$ cat src/rtl/player_action_ctrl.sv
// Player action controller: turns the keyboard keycode into frame-paced
// movement levels, a one-shot jump request and a windup/active/recover
// attack sequence. All key and FSM updates happen only on frame ticks.
module player_action_ctrl #(
   parameter logic [7:0] KEY_LEFT       = 8'h04,
   parameter logic [7:0] KEY_RIGHT      = 8'h07,
   parameter logic [7:0] KEY_JUMP       = 8'h1A,
   parameter logic [7:0] KEY_ATTACK     = 8'h0D,
   parameter int         WINDUP_FRAMES  = 4,
   parameter int         ACTIVE_FRAMES  = 6,
   parameter int         RECOVER_FRAMES = 10
) (
   input  logic       Clk,
   input  logic       Reset,
   input  logic       Soft_Reset,
   input  logic       frame_clk,
   input  logic [7:0] keycode,
   output logic       frame_tick,
   output logic       move_left,
   output logic       move_right,
   output logic       jump_pulse,
   output logic [1:0] attack_state,
   output logic       attack_active
);

   typedef enum logic [1:0] {
      IDLE    = 2'd0,
      WINDUP  = 2'd1,
      ACTIVE  = 2'd2,
      RECOVER = 2'd3
   } atk_t;

   logic       rst;
   logic       fclk_s1, fclk_s2, fclk_hist;
   atk_t       state, state_nxt;
   logic [3:0] cnt, cnt_nxt;
   logic [7:0] key_q, key_q_nxt;
   logic [7:0] key_prev, key_prev_nxt;
   logic       left_nxt, right_nxt, jump_nxt, active_nxt;
   logic       atk_press;

   assign rst          = Reset | Soft_Reset;
   assign attack_state = state;

   // Synchronizer plus history flop. frame_tick is registered one stage
   // early (s1 & ~s2) so it always equals s2 & ~hist without a gate
   // on the output path.
   always_ff @(posedge Clk) begin
      if (rst) begin
         fclk_s1    <= 1'b0;
         fclk_s2    <= 1'b0;
         fclk_hist  <= 1'b0;
         frame_tick <= 1'b0;
      end else begin
         fclk_s1    <= frame_clk;
         fclk_s2    <= fclk_s1;
         fclk_hist  <= fclk_s2;
         frame_tick <= fclk_s1 & ~fclk_s2;
      end
   end

   // State, counter, key history and registered outputs; reset beats a tick.
   always_ff @(posedge Clk) begin
      if (rst) begin
         state         <= IDLE;
         cnt           <= 4'd0;
         key_q         <= 8'h00;
         key_prev      <= 8'h00;
         move_left     <= 1'b0;
         move_right    <= 1'b0;
         jump_pulse    <= 1'b0;
         attack_active <= 1'b0;
      end else begin
         state         <= state_nxt;
         cnt           <= cnt_nxt;
         key_q         <= key_q_nxt;
         key_prev      <= key_prev_nxt;
         move_left     <= left_nxt;
         move_right    <= right_nxt;
         jump_pulse    <= jump_nxt;
         attack_active <= active_nxt;
      end
   end

   // Next-state: key sampling, attack sequencing and output decode.
   always_comb begin
      state_nxt    = state;
      cnt_nxt      = cnt;
      key_q_nxt    = key_q;
      key_prev_nxt = key_prev;
      jump_nxt     = 1'b0;
      atk_press    = 1'b0;

      if (frame_tick) begin
         key_q_nxt    = keycode;
         key_prev_nxt = key_q;
         // Edge detection compares the new key against the key it replaces.
         atk_press    = (keycode == KEY_ATTACK) && (key_q != KEY_ATTACK);
         jump_nxt     = (keycode == KEY_JUMP) && (key_q != KEY_JUMP) &&
                        (state == IDLE);
         case (state)
            IDLE: begin
               if (atk_press) begin
                  state_nxt = WINDUP;
                  cnt_nxt   = 4'(WINDUP_FRAMES - 1);
               end
            end
            WINDUP: begin
               if (cnt == 4'd0) begin
                  state_nxt = ACTIVE;
                  cnt_nxt   = 4'(ACTIVE_FRAMES - 1);
               end else begin
                  cnt_nxt = cnt - 4'd1;
               end
            end
            ACTIVE: begin
               if (cnt == 4'd0) begin
                  state_nxt = RECOVER;
                  cnt_nxt   = 4'(RECOVER_FRAMES - 1);
               end else begin
                  cnt_nxt = cnt - 4'd1;
               end
            end
            RECOVER: begin
               if (cnt == 4'd0) begin
                  state_nxt = IDLE;
               end else begin
                  cnt_nxt = cnt - 4'd1;
               end
            end
            default: state_nxt = IDLE;
         endcase
      end

      // Movement is only granted while idle; KEY_LEFT != KEY_RIGHT keeps
      // the two levels mutually exclusive.
      left_nxt   = (key_q_nxt == KEY_LEFT)  && (state_nxt == IDLE);
      right_nxt  = (key_q_nxt == KEY_RIGHT) && (state_nxt == IDLE);
      active_nxt = (state_nxt == ACTIVE);
   end

endmodule

$ cat config.mk
export PLATFORM = sky130hd
export DESIGN_NAME = player_action_ctrl
export DESIGN_NICKNAME = d
export VERILOG_FILES = /design/src/rtl/player_action_ctrl.sv
export SDC_FILE = /design/constraint.sdc
export NUM_CORES = 1
export LEC_CHECK = 0
export BUFFER_PORTS_ARGS = -buffer_cell sky130_fd_sc_hd__buf_4
export CORE_UTILIZATION = 52
export DETAILED_ROUTE_END_ITERATION = 16
export PLACE_DENSITY_LB_ADDON = 0.25
export SLEW_MARGIN = 10
export SYNTH_ARGS = -nofsm -noshare
export SYNTH_HDL_FRONTEND = slang
export SYNTH_SLANG_ARGS = --single-unit
$ cat constraint.sdc
create_clock -name Clk -period 2 [get_ports Clk]
set_input_delay 0.4 -clock Clk [delete_from_list [all_inputs] [get_ports Clk]]
set_output_delay 0.4 -clock Clk [all_outputs]
set_load 0.02 [all_outputs]
[Yosys cells after proc, flatten, opt, wreduce, memory -nomap -nowiden]
Cells that the tools add are included.
Word-level totals
  register bits after elaboration: 21
  bits in latches: 0
  memory bits (writable): 0
  bits in read-only memories: 0
  input bits: 12
  output and inout port bits: 7
  word-level logic and storage cells: 49
  memories: 0
Operators by class
  add/sub/neg operators: 1
  $mul: 0
  div/mod/pow operators: 0
  order comparisons: 0
  eq/ne operators: 12
  shift operators: 0
  mux-type cells: 12
  bitwise operators: 4
  reduce and logical (&&, ||, !) cells: 10
Operators by type and width (number)
  8-bit by 3-bit == test with 1-bit output (second input constant): 2
  4-bit two-way mux: 4
  4-bit one-hot mux with 4 select lines: 1
  2-bit two-way mux: 5
  8-bit by 4-bit == test with 1-bit output (second input constant): 1
  8-bit by 5-bit == test with 1-bit output (second input constant): 1
  8-bit two-way mux: 1
  8-bit by 4-bit inequality test with 1-bit output (second input constant): 1
  8-bit by 5-bit inequality test with 1-bit output (second input constant): 1
  2-bit one-hot mux with 4 select lines: 1
  2-bit == test (second input constant): 3
  1-bit logical AND: 5
  2-bit logical NOT: 2
  4-bit logical NOT: 1
  2-bit inequality test (second input constant): 2
  4-bit by 1-bit subtractor with 4-bit output (second input constant): 1
  3-bit AND reduction: 1
  2-bit by 1-bit == test with 1-bit output (second input constant): 1
  1-bit NOT: 2
  2-bit OR reduction: 1
  1-bit bitwise AND: 1
  1-bit bitwise OR: 1

[Longest topological paths before layout]
Gate-level depths: netlist (run 1).
  depth after elaboration: 7
  mapped depth: 6

[Least setup slack after synthesis (run 1)]
No wires, ideal clock.
  kind: flip-flop to flip-flop
  start: register cnt[0]
  end: register cnt[3]
  library setup time: 0.123 ns
  arrival time: 1.574 ns
  required time: 1.877 ns
  setup slack: 0.302 ns
  stages on the path, launching flop included: 7
  buffers on the path: 0
  period minus slack after synthesis: 1.698 ns
  path through: dfxtp_1 inv_1 ha_1 nor3b_2 nand3_1 a31oi_1 mux2_1
On the way
  cells in the longest elaborated chain, start to end: 3
RTL lines
  start: declaration: line 36  | logic [3:0] cnt, cnt_nxt;
  start signal: assignment: line 75  | cnt <= cnt_nxt;
  4-bit by 1-bit subtractor with 4-bit output / 4-bit logical NOT (equally long branches)
  4-bit two-way mux, or another cell as far along: line 125  | if (cnt == 4'd0) begin
  4-bit one-hot mux with 4 select lines / 3-bit AND reduction (equally long branches)
Several ways; a longest one is shown, not always the timed one. The select of a mux whose other input is x is not followed.
A chain may end at the register's enable or synchronous reset.

[Worst setup path in the final report (run 1)]
Ends and elaborated chain as after synthesis.

==> results.sh, run 1 <==
export IMPL_wl_um=1974
export IMPL_die_w_um=45.18
export IMPL_ys_ff_latch=21
export IMPL_largest_reg_flops=8
export IMPL_grt_max_degree=14
export IMPL_switching_share=0.2110
export IMPL_num_antenna_cells=0
export IMPL_outcome="completed"
export IMPL_antenna_found_initial=0
export IMPL_r2r_end="cnt[3]$_SDFFE_PP0P_"
export IMPL_p_seq_frac=0.640
export IMPL_viasPerCell=5.653
export IMPL_area_growth_pct=21.42
export IMPL_post_route_util=0.6746
export IMPL_layout_min_cycle_time_ns=1.847
export IMPL_dr_total_vias=831
export IMPL_start_util=0.5556
export IMPL_vdd_drop_max_mv=0.4103
export IMPL_clkTransAtPathRegs_ns=0.10
export IMPL_synth_edf_count=0
export IMPL_ios=19
export IMPL_worst_slew_margin_rel=0.6947
export IMPL_grt_pass1_wl_um=3243
export IMPL_ant_nets=0
export IMPL_synthDistinctLibCells=34
export IMPL_end_kind="flop"
export IMPL_cp_start_kind="flop"
export IMPL_arrival_ns=2.04
export IMPL_period_share=0.9235
export IMPL_synth_ff_type="dfxtp_1"
export IMPL_clock_sinks=21
export IMPL_max_clock_freq_mhz=541.4
export IMPL_setup_viol=0
export IMPL_nets=136
export IMPL_overflow=0
export IMPL_dieHeight_um=45.18
export IMPL_powerDensity_nw_per_um2=559.6
export IMPL_drc=0
export IMPL_p_switching_uw=139.0
export IMPL_cts_root_buffer="clkbuf_4"
export IMPL_port_buffers=18
export IMPL_drt_initial_drc_count=17
export IMPL_critical_path_max_fanout=5
export IMPL_p_int_uw=519.8
export IMPL_leakage_nw=0.4397
export IMPL_worst_pin_slew_ns=0.4563
export IMPL_dp_cells=142
export IMPL_cts_buffers=3
export IMPL_p_clk_frac=0.298
export IMPL_fin_cells=147
export IMPL_place_gp_congestion=0.7902
export IMPL_fillCellCount=159
export IMPL_combinationalPowerShare=0.062
export IMPL_syn_num_nets=114
export IMPL_async_flop_share=0
export IMPL_r2r_slack_ns=0.15
export IMPL_ys_seq_area_frac=0.4335
export IMPL_hold_start="frame_clk"
export IMPL_drt_pre_antenna_iters=4
export IMPL_holdWs_ns=0.2988
export IMPL_placementRows=15
export IMPL_timing_rr_start="cnt[0]$_SDFFE_PP0P_"
export IMPL_hold_class="in -> reg"
export IMPL_synth_area_um2=969.7
export IMPL_critPathSlowestCell="dfxtp_1"
export IMPL_critPathRequiredTime_ns=2.19
export IMPL_skew_ns=0.004449
export IMPL_slowest_delay_ns=0.34
export IMPL_slew_violations=0
export IMPL_largest_register="key_q"
export IMPL_grt_pass1_vias=751
export IMPL_clkLatencyLatePin_ns=0.30
export IMPL_netlist_instances=101
export IMPL_cts_tree="yes"
export IMPL_min_to="fclk_s1$_SDFF_PP0_"
export IMPL_routedWlPerCell_um=13.43
export IMPL_critical_path_top_delay_family="simple AND/OR/NAND/NOR gates"
export IMPL_crit_buf_inv=1
export IMPL_hold_viol_final=0
export IMPL_postSynthAreaPerCell_um2=9.601
export IMPL_synth_warnings=0
export IMPL_path_class="reg -> reg"
export IMPL_reg2reg_depth=6
export IMPL_maxCapViolations=0
export IMPL_fin_setup_tns_ns=0
export IMPL_grtUsageTotal=0.2197
export IMPL_core_um2=1745
export IMPL_drive_above_1_share=0.2623
export IMPL_die_area_um2=2041
export IMPL_hold_path_depth=2
export IMPL_cts_max_path_buffers=2
export IMPL_htreeDepth=1
export IMPL_path_cells="inv_1 -> ha_1 -> nor3b_4 -> nand3_1 -> a31oi_2 -> mux2_1"
export IMPL_dp_hpwl_um=1448
export IMPL_rsz0062_at_grt="no"
-- worst max path at each step --
stage | start | end | slack [ns] | cells past startpoint
finish | cnt[0]$_SDFFE_PP0P_ | cnt[3]$_SDFFE_PP0P_ | 0.15 | 6
global route | cnt[0]$_SDFFE_PP0P_ | cnt[3]$_SDFFE_PP0P_ | 0.01 | 6
CTS | cnt[0]$_SDFFE_PP0P_ | cnt[3]$_SDFFE_PP0P_ | 0.07 | 6
detailed placement | cnt[0]$_SDFFE_PP0P_ | cnt[3]$_SDFFE_PP0P_ | 0.09 | 6
global placement | cnt[0]$_SDFFE_PP0P_ | cnt[3]$_SDFFE_PP0P_ | 0.22 | 6
floorplan | cnt[0]$_SDFFE_PP0P_ | cnt[3]$_SDFFE_PP0P_ | 0.30 | 6
-- logic make-up (layout without fill, tap and decap cells) --
logic type	Yosys count	after routing	synth area share
AO/OA/AOI/OAI	18	18	0.1342
adder cells (fa/ha/maj)	1	1	0.01290
AND/OR/NAND/NOR	44	44	0.2865
buffers and inverters	7	28	0.02838
multiplexers	10	10	0.1045
flip-flops	21	21	0.4335
-- power groups by stage --
stage	Combinational [mW]	Sequential [mW]	Clock, mW
6_report	0.0407	0.422	0.196
3_5_place_dp	0.0401	0.431	0
4_1_cts	0.0403	0.422	0.208
5_1_grt	0.0449	0.422	0.219
3_3_place_gp	0.0397	0.431	0
2_1_floorplan	0.0155	0.431	0
-- per-stage QoR --
| step | setup WS [ns] | power (mW) | instance area, um^2 |
|---|---|---|---|
| 2_1_floorplan | 0.3023 | 0.4469 | 969.7 |
| 3_3_place_gp | 0.2245 | 0.4709 | 1131 |
| 3_5_place_dp | 0.08787 | 0.4715 | 1131 |
| 4_1_cts | 0.06502 | 0.6703 | 1157 |
| 5_1_grt | 0.01246 | 0.6866 | 1177 |
| 6_report | 0.1531 | 0.6589 | 1177 |
-- what timing repair did --
action | 4_1_cts | 5_1_grt
hold endpoints to repair | 0 | 0
hold buffers | 0 | 0
gates resized for setup | 0 | 2
setup endpoints to repair | 0 | 1
buffers inserted | 0 | 1
-- synth_stat cells (2+ instances only) --
master	number	area, um^2
nand4_1	2	12.51
nor4b_1	3	26.28
mux2i_1	9	90.09
and2_1	5	31.28
a31o_2	2	17.52
dfxtp_1	21	420.4
inv_1	4	15.01
o21ai_0	3	15.01
nor2_1	16	60.06
nor4bb_1	2	20.02
nor3_1	2	10.01
nor2b_1	2	12.51
nand2_1	2	7.510
clkbuf_1	2	7.510
o31ai_1	2	15.01
a221oi_1	2	17.52
a31oi_1	5	31.28
-- per-layer routing --
metal	GRT usage	vias up	routed length, um
met5	0	-	0
met4	0.1091	0	29
met3	0.02400	4	68
met2	0.3391	21	932
met1	0.3035	384	943
li1	-	422	-
-- placed cells by master, fill, tap and decap left out, types with 2 or more instances in the layout --
cell type	instances
o31ai_1	2
nor2_1	16
nor3_1	2
nor4b_1	3
nor4bb_1	2
mux2i_1	9
buf_4	20
nor2b_1	2
a31o_2	2
o21ai_0	3
inv_1	4
clkbuf_4	3
nand2_1	2
a221oi_1	2
and2_1	5
dfxtp_1	21
nand4_1	2
a31oi_1	4
-- layout make-up --
cell class / instances / area (um^2) / share of cell area
Clock buffer: 4 / 26.28 / 0.02232
Inverter: 4 / 15.01 / 0.01275
Multi-Input combinational cell: 73 / 534.3 / 0.4538
Sequential cell: 21 / 420.4 / 0.3571
Tap cell: 25 / 31.28 / 0.02657
Timing Repair Buffer: 20 / 150.1 / 0.1275
Power figures use the tool's default switching activity.
==> inputs of run 2 (changes only) <==
Settings changed: GPL_TIMING_DRIVEN from default to 1, PLACE_DENSITY from default to 0.79, PLACE_DENSITY_LB_ADDON 0.25 to default, REMOVE_ABC_BUFFERS from default to 1.
==> results.sh, run 2 (synthesis results as in run 1) <==
export IMPL_cts_tree="yes"
export IMPL_cts_buffers=3
export IMPL_wl_um=1813
export IMPL_clkLatencyLatePin_ns=0.29
export IMPL_dieHeight_um=45.18
export IMPL_slowest_delay_ns=0.34
export IMPL_drt_initial_drc_count=24
export IMPL_crit_buf_inv=1
export IMPL_clock_sinks=21
export IMPL_critPathRequiredTime_ns=2.19
export IMPL_grt_max_degree=14
export IMPL_cts_max_path_buffers=2
export IMPL_ios=19
export IMPL_clkTransAtPathRegs_ns=0.10
export IMPL_place_gp_congestion=0.9057
export IMPL_period_share=0.9527
export IMPL_nets=135
export IMPL_die_w_um=45.18
export IMPL_drt_pre_antenna_iters=4
export IMPL_slew_violations=0
export IMPL_drc=0
export IMPL_cts_resized=0
export IMPL_worst_path_stages=6
export IMPL_largest_register="key_q"
export IMPL_layout_commonest_cell="dfxtp_1"
export IMPL_routedWlPerCell_um=12.42
export IMPL_worst_slew_margin_rel=0.6992
export IMPL_powerDensity_nw_per_um2=559.4
export IMPL_core_um2=1745
export IMPL_reg2reg_depth=6
export IMPL_path_class="reg -> reg"
export IMPL_viasPerCell=5.774
export IMPL_max_clock_freq_mhz=524.8
export IMPL_placementRows=15
export IMPL_grt_pass1_vias=702
export IMPL_critPathSlowestCell="dfxtp_1"
export IMPL_startpoint="cnt[0]$_SDFFE_PP0P_"
export IMPL_r2r_end="cnt[3]$_SDFFE_PP0P_"
export IMPL_path_cells="inv_1 -> ha_1 -> nor3b_4 -> nand3_1 -> a31oi_2 -> mux2_1"
export IMPL_antenna_found_initial=0
export IMPL_ant_nets=0
export IMPL_dp_cells=142
export IMPL_timing_rr_start="cnt[0]$_SDFFE_PP0P_"
export IMPL_maxCapViolations=0
export IMPL_area_growth_pct=20.64
export IMPL_grtUsageTotal=0.1998
export IMPL_r2r_slack_ns=0.09
export IMPL_die_area_um2=2041
export IMPL_cts_root_buffer="clkbuf_4"
export IMPL_fin_cells=146
export IMPL_outcome="completed"
export IMPL_critical_path_top_delay_family="simple AND/OR/NAND/NOR gates"
export IMPL_finalPower_uw=654.4
export IMPL_layout_min_cycle_time_ns=1.905
export IMPL_fillCellCount=146
export IMPL_hold_buffers=0
export IMPL_num_antenna_cells=0
export IMPL_dr_total_vias=843
export IMPL_setup_viol=0
export IMPL_hold_viol_final=0
export IMPL_hold_class="in -> reg"
export IMPL_place_area_um2=1131
export IMPL_final_cell_mix="21 x dfxtp_1, 19 x buf_4, 16 x nor2_1, 9 x mux2i_1, 5 x and2_1"
export IMPL_leakage_nw=0.4356
export IMPL_drive_above_1_share=0.2562
export IMPL_start_util=0.5556
export IMPL_postCtsSetupRepairBufs=0
export IMPL_largest_reg_flops=8
export IMPL_hold_path_depth=2
export IMPL_port_buffers=18
export IMPL_end_kind="flop"
export IMPL_skew_ns=0.003241
export IMPL_vdd_drop_max_mv=0.4092
export IMPL_cp_start_kind="flop"
export IMPL_arrival_ns=2.09
export IMPL_overflow=0
export IMPL_dp_hpwl_um=1369
export IMPL_stdcell_area_um2=1170
export IMPL_grt_pass1_wl_um=2973
export IMPL_worst_pin_slew_ns=0.4495
export IMPL_post_route_util=0.6703
export IMPL_htreeDepth=1
export IMPL_setup_worst_path_end="cnt[3]$_SDFFE_PP0P_"
export IMPL_critical_path_max_fanout=6
## run 2: metal layers
metal / wire length (um) / track usage / share of wire / up-vias
met1: 818 / 0.2594 / 0.45 / 400
met5: 0 / 0 / 0 / -
met4: 19 / 0.1212 / 0.010 / 0
met2: 896 / 0.3159 / 0.49 / 24
met3: 78 / 0.02400 / 0.043 / 2
li1: - / - / - / 417
## run 2: final cells by class
class / count / area (um^2) / area share
well taps: 25 / 31.28 / 0.02674
inverters: 4 / 15.01 / 0.01283
repair buffers: 19 / 142.6 / 0.1219
clock buffers: 4 / 26.28 / 0.02246
multi-input cells: 73 / 534.3 / 0.4567
flip-flops and latches: 21 / 420.4 / 0.3594
## run 2: power by group
group / internal (mW) / switching [mW] / total, mW
logic: 0.0218 / 0.0180 / 0.0398
registers: 0.420 / 0.00166 / 0.422
clock network: 0.0774 / 0.115 / 0.193
## run 2: worst reg2reg max path: cells and delay by family (launching register included)
family                     cells  cell delay [ns]
and+or+nand+nor                2             0.48
AOI/OAI and AO/OA              1             0.31
muxes                          1             0.34
DFF                            1             0.34
buffers and inverters          1             0.10
adders and majority gates      1             0.23
## run 2: how the worst min path moves through the flow
stage,from,end
after floorplan,fclk_s2$_SDFF_PP0_,frame_tick$_SDFF_PP0_
after global placement,fclk_s2$_SDFF_PP0_,frame_tick$_SDFF_PP0_
after detailed placement,fclk_s2$_SDFF_PP0_,frame_tick$_SDFF_PP0_
after CTS,frame_clk,fclk_s1$_SDFF_PP0_
after global routing,frame_clk,fclk_s1$_SDFF_PP0_
final,frame_clk,fclk_s1$_SDFF_PP0_
## run 2: stage by stage
step | setup slack [ns] | hold slack, ns | TNS, ns
final | 0.09450 | 0.3058 | 0
after global routing | -0.02536 | 0.2960 | -0.02536
after CTS | 0.07345 | 0.2964 | 0
after detailed placement | 0.08440 | 0.3814 | 0
after global placement | 0.2292 | 0.3736 | 0
after floorplan | 0.1389 | 0.3674 | 0
